**config.mk**
```make
export PLATFORM = sky130hd
export DESIGN_NAME = nn_burst_gen
export DESIGN_NICKNAME = d
export VERILOG_FILES = /design/src/rtl/nn_burst_gen.sv
export SDC_FILE = /design/constraint.sdc
export NUM_CORES = 1
export LEC_CHECK = 0
export CAP_MARGIN = 25
export CORE_ASPECT_RATIO = 1.75
export CORE_MARGIN = 8
export CORE_UTILIZATION = 40
export CTS_BUF_LIST = sky130_fd_sc_hd__clkbuf_2 sky130_fd_sc_hd__clkbuf_4 sky130_fd_sc_hd__clkbuf_8
export DETAILED_ROUTE_END_ITERATION = 10
export SYNTH_ARGS = -nofsm -noshare
export SYNTH_HDL_FRONTEND = slang
export SYNTH_SLANG_ARGS = --single-unit
export TNS_END_PERCENT = 20
```
**constraint.sdc**
```tcl
create_clock -name CLK -period 5.8 [get_ports CLK]
set_clock_uncertainty 0.05 [all_clocks]
set_input_delay 1.16 -clock CLK [delete_from_list [all_inputs] [get_ports CLK]]
set_output_delay 1.16 -clock CLK [all_outputs]
set_load 0.005 [all_outputs]
```
**src/rtl/nn_burst_gen.sv**
```systemverilog
// Spike burst generator: emits NBURST bursts of BURST_LENGTH high cycles, each followed by GAP_LENGTH low cycles.
// Latency: first OUT=1 one cycle after START is accepted; all outputs registered.
module nn_burst_gen #(
    parameter int BURST_LENGTH = 8,
    parameter int GAP_LENGTH   = 10,
    parameter int COUNT_WIDTH  = 8,
    parameter int COUNTER_SIZE = 8
) (
    input  logic                   CLK,
    input  logic                   INIT,
    input  logic                   START,
    input  logic [COUNT_WIDTH-1:0] NBURST,
    input  logic                   ABORT,
    output logic                   READY,
    output logic                   OUT,
    output logic                   DONE,
    output logic [COUNT_WIDTH-1:0] REMAINING
);

    localparam logic [1:0] ST_IDLE  = 2'd0;
    localparam logic [1:0] ST_BURST = 2'd1;
    localparam logic [1:0] ST_GAP   = 2'd2;

    localparam logic [COUNTER_SIZE-1:0] BURST_LAST = COUNTER_SIZE'(BURST_LENGTH - 1);
    localparam logic [COUNTER_SIZE-1:0] GAP_LAST   = COUNTER_SIZE'(GAP_LENGTH - 1);

    logic [1:0]              state;
    logic [COUNTER_SIZE-1:0] cnt;

    always_ff @(posedge CLK) begin
        if (INIT) begin
            state     <= ST_IDLE;
            cnt       <= '0;
            OUT       <= 1'b0;
            READY     <= 1'b1;
            DONE      <= 1'b0;
            REMAINING <= '0;
        end else begin
            DONE <= 1'b0;
            case (state)
                ST_IDLE: begin
                    // ABORT is meaningless here, so START always wins.
                    if (START) begin
                        if (NBURST != '0) begin
                            state     <= ST_BURST;
                            OUT       <= 1'b1;
                            READY     <= 1'b0;
                            cnt       <= '0;
                            REMAINING <= NBURST - COUNT_WIDTH'(1);
                        end else begin
                            DONE <= 1'b1;
                        end
                    end
                end
                ST_BURST: begin
                    if (ABORT) begin
                        state     <= ST_GAP;
                        OUT       <= 1'b0;
                        cnt       <= '0;
                        REMAINING <= '0;
                    end else if (cnt == BURST_LAST) begin
                        state <= ST_GAP;
                        OUT   <= 1'b0;
                        cnt   <= '0;
                    end else begin
                        cnt <= cnt + COUNTER_SIZE'(1);
                    end
                end
                ST_GAP: begin
                    if (ABORT) begin
                        REMAINING <= '0;
                    end
                    // The gap always runs to completion so the downstream detector can recover.
                    if (cnt == GAP_LAST) begin
                        cnt <= '0;
                        if (ABORT || (REMAINING == '0)) begin
                            state <= ST_IDLE;
                            READY <= 1'b1;
                            DONE  <= 1'b1;
                        end else begin
                            state     <= ST_BURST;
                            OUT       <= 1'b1;
                            REMAINING <= REMAINING - COUNT_WIDTH'(1);
                        end
                    end else begin
                        cnt <= cnt + COUNTER_SIZE'(1);
                    end
                end
                default: begin
                    state     <= ST_IDLE;
                    cnt       <= '0;
                    OUT       <= 1'b0;
                    READY     <= 1'b1;
                    REMAINING <= '0;
                end
            endcase
        end
    end

endmodule

```
==> results.json, run 1 <==
{
  "status": "completed",
  "wl_per_cell_microns": 18.4,
  "maxCapViolCount": 0,
  "htree_levels": 1,
  "cts.sinks": 21,
  "grt_pass1_vias": 1569,
  "tritoncts": "done",
  "setup-tns-final_ns": 0,
  "r2r_setup_slack_ns": 3.17,
  "multi_input_area_sq_um": 1070,
  "first_pass_iters": 5,
  "synth.avg_cell_area_sq_um": 7.99,
  "final_hold_viol_count": 0,
  "vias": 1605,
  "worstPathRequired_ns": 5.88,
  "cpMaxStageDelayCell": "a21oi_1",
  "numCtsBuffers": 3,
  "worst-slew-pin-transition_ns": 0.950,
  "drive_gt1_share_pct": 4.67,
  "dp_hpwl_microns": 3670,
  "drt_iter0_markers": 116,
  "synth.top_cell.area_share_pct": 27.0,
  "clkSlewWorstSetupHoldPaths_ns": 0.08,
  "pin_count": 23,
  "layout_commonest_cell": "clkdlybuf4s50_1",
  "slew_violations": 0,
  "worstPathArrival_ns": 3.48,
  "cts_setup_buffers": 0,
  "seq_area_frac_synth_pct": 27.0,
  "routed_wl_microns": 4820,
  "ys.flop_type": "dfxtp_1",
  "total_leakage_power_nw": 0.676,
  "cpMostUsedCell": "a21oi_1",
  "cts_resized": 0,
  "powerDensity_nw_per_um2": 363,
  "holdBufCountCts": 0,
  "final_cell_mix": "22 x clkdlybuf4s50_1, 21 x dfxtp_1, 16 x nor2_1",
  "die_w_microns": 63.2,
  "async_flop_share_pct": 0,
  "cts.path.max_buffers": 2,
  "core_area_sq_um": 3790,
  "syn2layout_area_growth_pct": 19.4,
  "antennaDiodeCount": 0,
  "layout.nets": 237,
  "clock.fmax_mhz": 294,
  "viasPerCell": 6.13,
  "path_cells": "clkdlybuf4s50_1 -> inv_1 -> ha_1 -> nor4bb_1 -> a21oi_1 -> o21ai_0 -> a32oi_1 -> a21oi_1",
  "gp_congestion": 0.858,
  "drc": 0,
  "antenna_found_initial": 0,
  "maxSlewHeadroom_pct": 36.7,
  "dieArea_sq_um": 6230,
  "grtUsageTotal_pct": 14.8,
  "port_buffers": 22,
  "synth_seq_cells": 21,
  "initial_utilization_pct": 41.1,
  "yosysTopAreaCell": "dfxtp_1",
  "worstSetupPathType": "primary input to register",
  "rsz0062_at_grt": "no",
  "die_h_microns": 98.6,
  "ir_worst_vdd_v": 0.000174,
  "start_kind": "primary input",
  "grt.overflow.total": 0,
  "worst_hold_slack_ns": 0.427,
  "syn_nets": 217,
  "yosys-top-cells-area": "dfxtp_1 27%, ha_1 8.0%, o21ai_0 3.9%",
  "synth_cells": 195,
  "ctsRootBufferMaster": "clkbuf_8",
  "yosys_warnings": 0,
  "drtAntennaViolNets": 0,
  "setup_viol": 0,
  "grt_max_degree": 18,
  "post-route-period-util_pct": 58.7,
  "crit_path_end_kind": "register",
  "period_needed_ns": 3.40,
  "seq_area_sq_um": 420,
  "hp-class": "register to register",
  "ys_types": 53,
  "slowest_delay_ns": 0.76,
  "synth-edff-count": 0,
  "final_util_pct": 49.0,
  "fill_cells": 366,
  "insertion_delay_ns": 0.26,
  "num_rows": 30,
  "worst-path-max-fanout": 13,
  "synth.cell_area_sq_um": 1560,
  "grt_first_pass_wirelength_microns": 7560
}
## cell families after synthesis
group / synth area share [%]
compound gates: 24.7
xor+xnor: 5.06
fa+ha+maj: 8.03
buf+inv: 4.18
flops: 27.0
mux: 1.29
simple gates: 29.8
## worst max-delay path, delay by kind of cell
kind                     cells  cell delay, ns
buffers and inverters        2            0.58
adder cells (fa/ha/maj)      1            0.21
AND/OR/NAND/NOR              1            0.14
AO/OA/AOI/OAI                4            1.39
## registers in the layout, summed over array words and instances (netlist names)
signal and count:
state 2, READY 1, OUT 1, cnt 8, DONE 1, REMAINING 8
## power by group
part | leakage [nW] | switching, mW | internal [mW]
logic | 0.479 | 0.197 | 0.155
registers | 0.171 | 0.0433 | 0.173
clock network | 0.0262 | 0.0524 | 0.0538
## metal layers
metal  track usage, %  wire [microns]  vias to the layer above
li1                 -               -                      772
met1             15.5            1810                      747
met2             27.6            2560                       75
met3             2.16             317                       11
met4             7.25             133                        0
met5                0               0                        -
## final timing paths
kind / end / startpoint / cells after the start
max: REMAINING[6] / NBURST[0] / 8
min: OUT / OUT / 1
max reg2reg: REMAINING[6] / state[0] / 7
min reg2reg: OUT / OUT / 1
## Yosys cell counts (2+ instances only)
master / instances
inv_1: 10
or4_1: 4
a21o_1: 2
mux2i_1: 2
nor4_1: 4
nand4b_1: 3
nor2_1: 16
nor2b_1: 6
a211oi_1: 4
nor3b_1: 2
o41ai_1: 2
a21boi_0: 2
or3_1: 6
ha_1: 10
o21a_1: 4
xor2_1: 5
a21oi_1: 11
o21ai_0: 12
nand4_1: 5
nand2_1: 15
nor3_1: 3
xnor2_1: 4
a22oi_1: 3
a32oi_1: 3
o211ai_1: 2
dfxtp_1: 21
clkbuf_1: 5
nand2b_1: 4
## metrics by stage
step                power, mW  cell area, sq um  cells  worst slack [ns]
CTS                     0.671              1860    262              2.50
detailed placement      0.565              1810    258              2.24
finish                  0.674              1860    262              2.40
global placement        0.557              1810    258              2.32
floorplan               0.438              1560    195              3.16
global route            0.719              1860    262              2.29
## area by class of cell
type | instances | share of cell area [%]
Multi-Input combinational cell | 157 | 57.7
Sequential cell | 21 | 22.6
Timing Repair Buffer | 22 | 11.8
Tap cell | 48 | 3.23
Clock buffer | 4 | 2.62
Inverter | 10 | 2.02
Power figures use the tool's default switching activity.
==> inputs of run 2 (changes only) <==
==> constraint.sdc (replaced) <==
create_clock -name CLK -period 3.3 [get_ports CLK]
set_clock_uncertainty 0.05 [all_clocks]
set_input_delay 0.66 -clock CLK [delete_from_list [all_inputs] [get_ports CLK]]
set_output_delay 0.66 -clock CLK [all_outputs]
set_load 0.005 [all_outputs]
==> run 2 against run 1 <==
Net effect: clock power is 68% higher; register-to-register slack worse by 2.4 ns; first-iteration DRC count is 63% lower; worst hold slack worse by 0.0063 ns; sequential power is 75% higher; setup slack worse by 1.9 ns; sequential cell count stayed put; cell count is 0.38% higher; routed wire length is 2.5% lower; non-clock buffer count is 1 higher; largest cell class unchanged.
==> results.json, run 2 (synthesis gave the netlist of run 1 again) <==
{
  "largestRegisters": "REMAINING x8, cnt x8, state x2",
  "total_power_mw": 1.19,
  "final_hold_viol_count": 0,
  "port_buffers": 22,
  "cts_resized": 0,
  "clkSlewWorstSetupHoldPaths_ns": 0.09,
  "worst-path-max-fanout": 13,
  "rsz0062_at_grt": "no",
  "stdcell_count": 263,
  "initial_utilization_pct": 41.1,
  "worst_slack_ns": 0.456,
  "grt.overflow.total": 0,
  "cts.path.max_buffers": 2,
  "grt_use_met1_pct": 12.9,
  "syn2layout_area_growth_pct": 19.8,
  "grt_max_degree": 18,
  "holdBufCountCts": 0,
  "drt_iter0_markers": 43,
  "numCtsBuffers": 3,
  "dp_hpwl_microns": 3660,
  "seq_area_sq_um": 420,
  "layout_commonest_cell": "clkdlybuf4s50_1",
  "period_needed_ns": 2.84,
  "htree_levels": 1,
  "powerDensity_nw_per_um2": 639,
  "status": "completed",
  "hp-class": "register to register",
  "cpMaxStageDelayCell": "a21oi_1",
  "grt_use_met2_pct": 28.8,
  "final_cell_mix": "22 x clkdlybuf4s50_1, 21 x dfxtp_1, 16 x nor2_1",
  "maxCapViolCount": 0,
  "wl_per_cell_microns": 17.9,
  "total_leakage_power_nw": 0.677,
  "top_usage_layer": "met2",
  "multi_input_area_sq_um": 1070,
  "grtUsageTotal_pct": 14.8,
  "finalInstanceArea_sq_um": 1870,
  "worstPathRequired_ns": 3.38,
  "worst-slew-pin-transition_ns": 0.902,
  "grt_pass1_vias": 1643,
  "drtAntennaViolNets": 0,
  "drc": 0,
  "cts.sinks": 21,
  "use_met3_pct": 3.30,
  "viasPerCell": 6.21,
  "place_inst": 259,
  "insertion_delay_ns": 0.27,
  "vias": 1632,
  "drive_gt1_share_pct": 5.12,
  "clock.fmax_mhz": 352,
  "maxSlewHeadroom_pct": 39.9,
  "routed_wl_microns": 4700,
  "first_pass_iters": 4,
  "dieArea_sq_um": 6230,
  "gp_congestion": 0.896,
  "post-route-period-util_pct": 86.2,
  "num_rows": 30,
  "antennaDiodeCount": 0,
  "setup-tns-final_ns": 0,
  "path_cells": "clkdlybuf4s50_1 -> inv_1 -> ha_1 -> nor4bb_1 -> a21oi_1 -> o21ai_0 -> a32oi_1 -> a21oi_1",
  "crit_path_end_kind": "register",
  "fill_cells": 393,
  "ctsRootBufferMaster": "clkbuf_8",
  "core_area_sq_um": 3790,
  "dp_worst_setup_slack_ns": 0.228,
  "grt_first_pass_wirelength_microns": 7580,
  "die_w_microns": 63.2,
  "start_kind": "primary input",
  "die_h_microns": 98.6,
  "cts_setup_buffers": 0,
  "worstSetupPathType": "primary input to register",
  "placed_cell_area_sq_um": 1820,
  "slowest_delay_ns": 0.73,
  "antenna_found_initial": 0,
  "worst_hold_slack_ns": 0.421,
  "ir_worst_vdd_v": 0.000283,
  "setup_viol": 0,
  "slew_violations": 0,
  "tritoncts": "done",
  "layout.nets": 238,
  "pin_count": 23,
  "cpMostUsedCell": "a21oi_1",
  "worstPathArrival_ns": 2.92,
  "final_util_pct": 49.2
}
run 2: cell count changes in the layout (fill, tap and decap cells not counted):
| cell | before | now |
|---|---|---|
| buf_4 | 0 | 1 |
| clkbuf_4 | 1 | 0 |
| clkinvlp_4 | 0 | 1 |
run 2: area by class of cell:
class                           instances  area share, %
Clock buffer                            3           2.21
Clock inverter                          1          0.402
Inverter                               10           2.01
Multi-Input combinational cell        157           57.4
Sequential cell                        21           22.5
Tap cell                               48           3.22
Timing Repair Buffer                   23           12.2
run 2: layer usage:
| metal | wire length, microns | up-vias | share of wire (%) |
|---|---|---|---|
| met1 | 1680 | 781 | 36 |
| met5 | 0 | - | 0 |
| met4 | 204 | 0 | 4.3 |
| met3 | 286 | 16 | 6.1 |
| li1 | - | 773 | - |
| met2 | 2540 | 62 | 54 |
run 2: worst max-delay path: cells and delay by family:
kind / cells / cell delay (ns)
AOI/OAI and AO/OA: 4 / 1.31
and+or+nand+nor: 1 / 0.14
adders and majority gates: 1 / 0.20
buffers and inverters: 2 / 0.60
run 2: final timing paths:
kind | startpoint | to | slack (ns) | depth (start not counted)
worst max-delay path | NBURST[0] | REMAINING[6] | 0.46 | 8
worst max register to register | state[0] | REMAINING[6] | 0.77 | 7
worst min-delay path | OUT | OUT | 0.42 | 1
worst min register to register | OUT | OUT | 0.42 | 1
run 2: report_power, final:
group          total, mW  internal [mW]  switching [mW]
registers          0.377          0.304          0.0732
logic              0.637          0.285           0.352
clock network      0.178         0.0855          0.0925
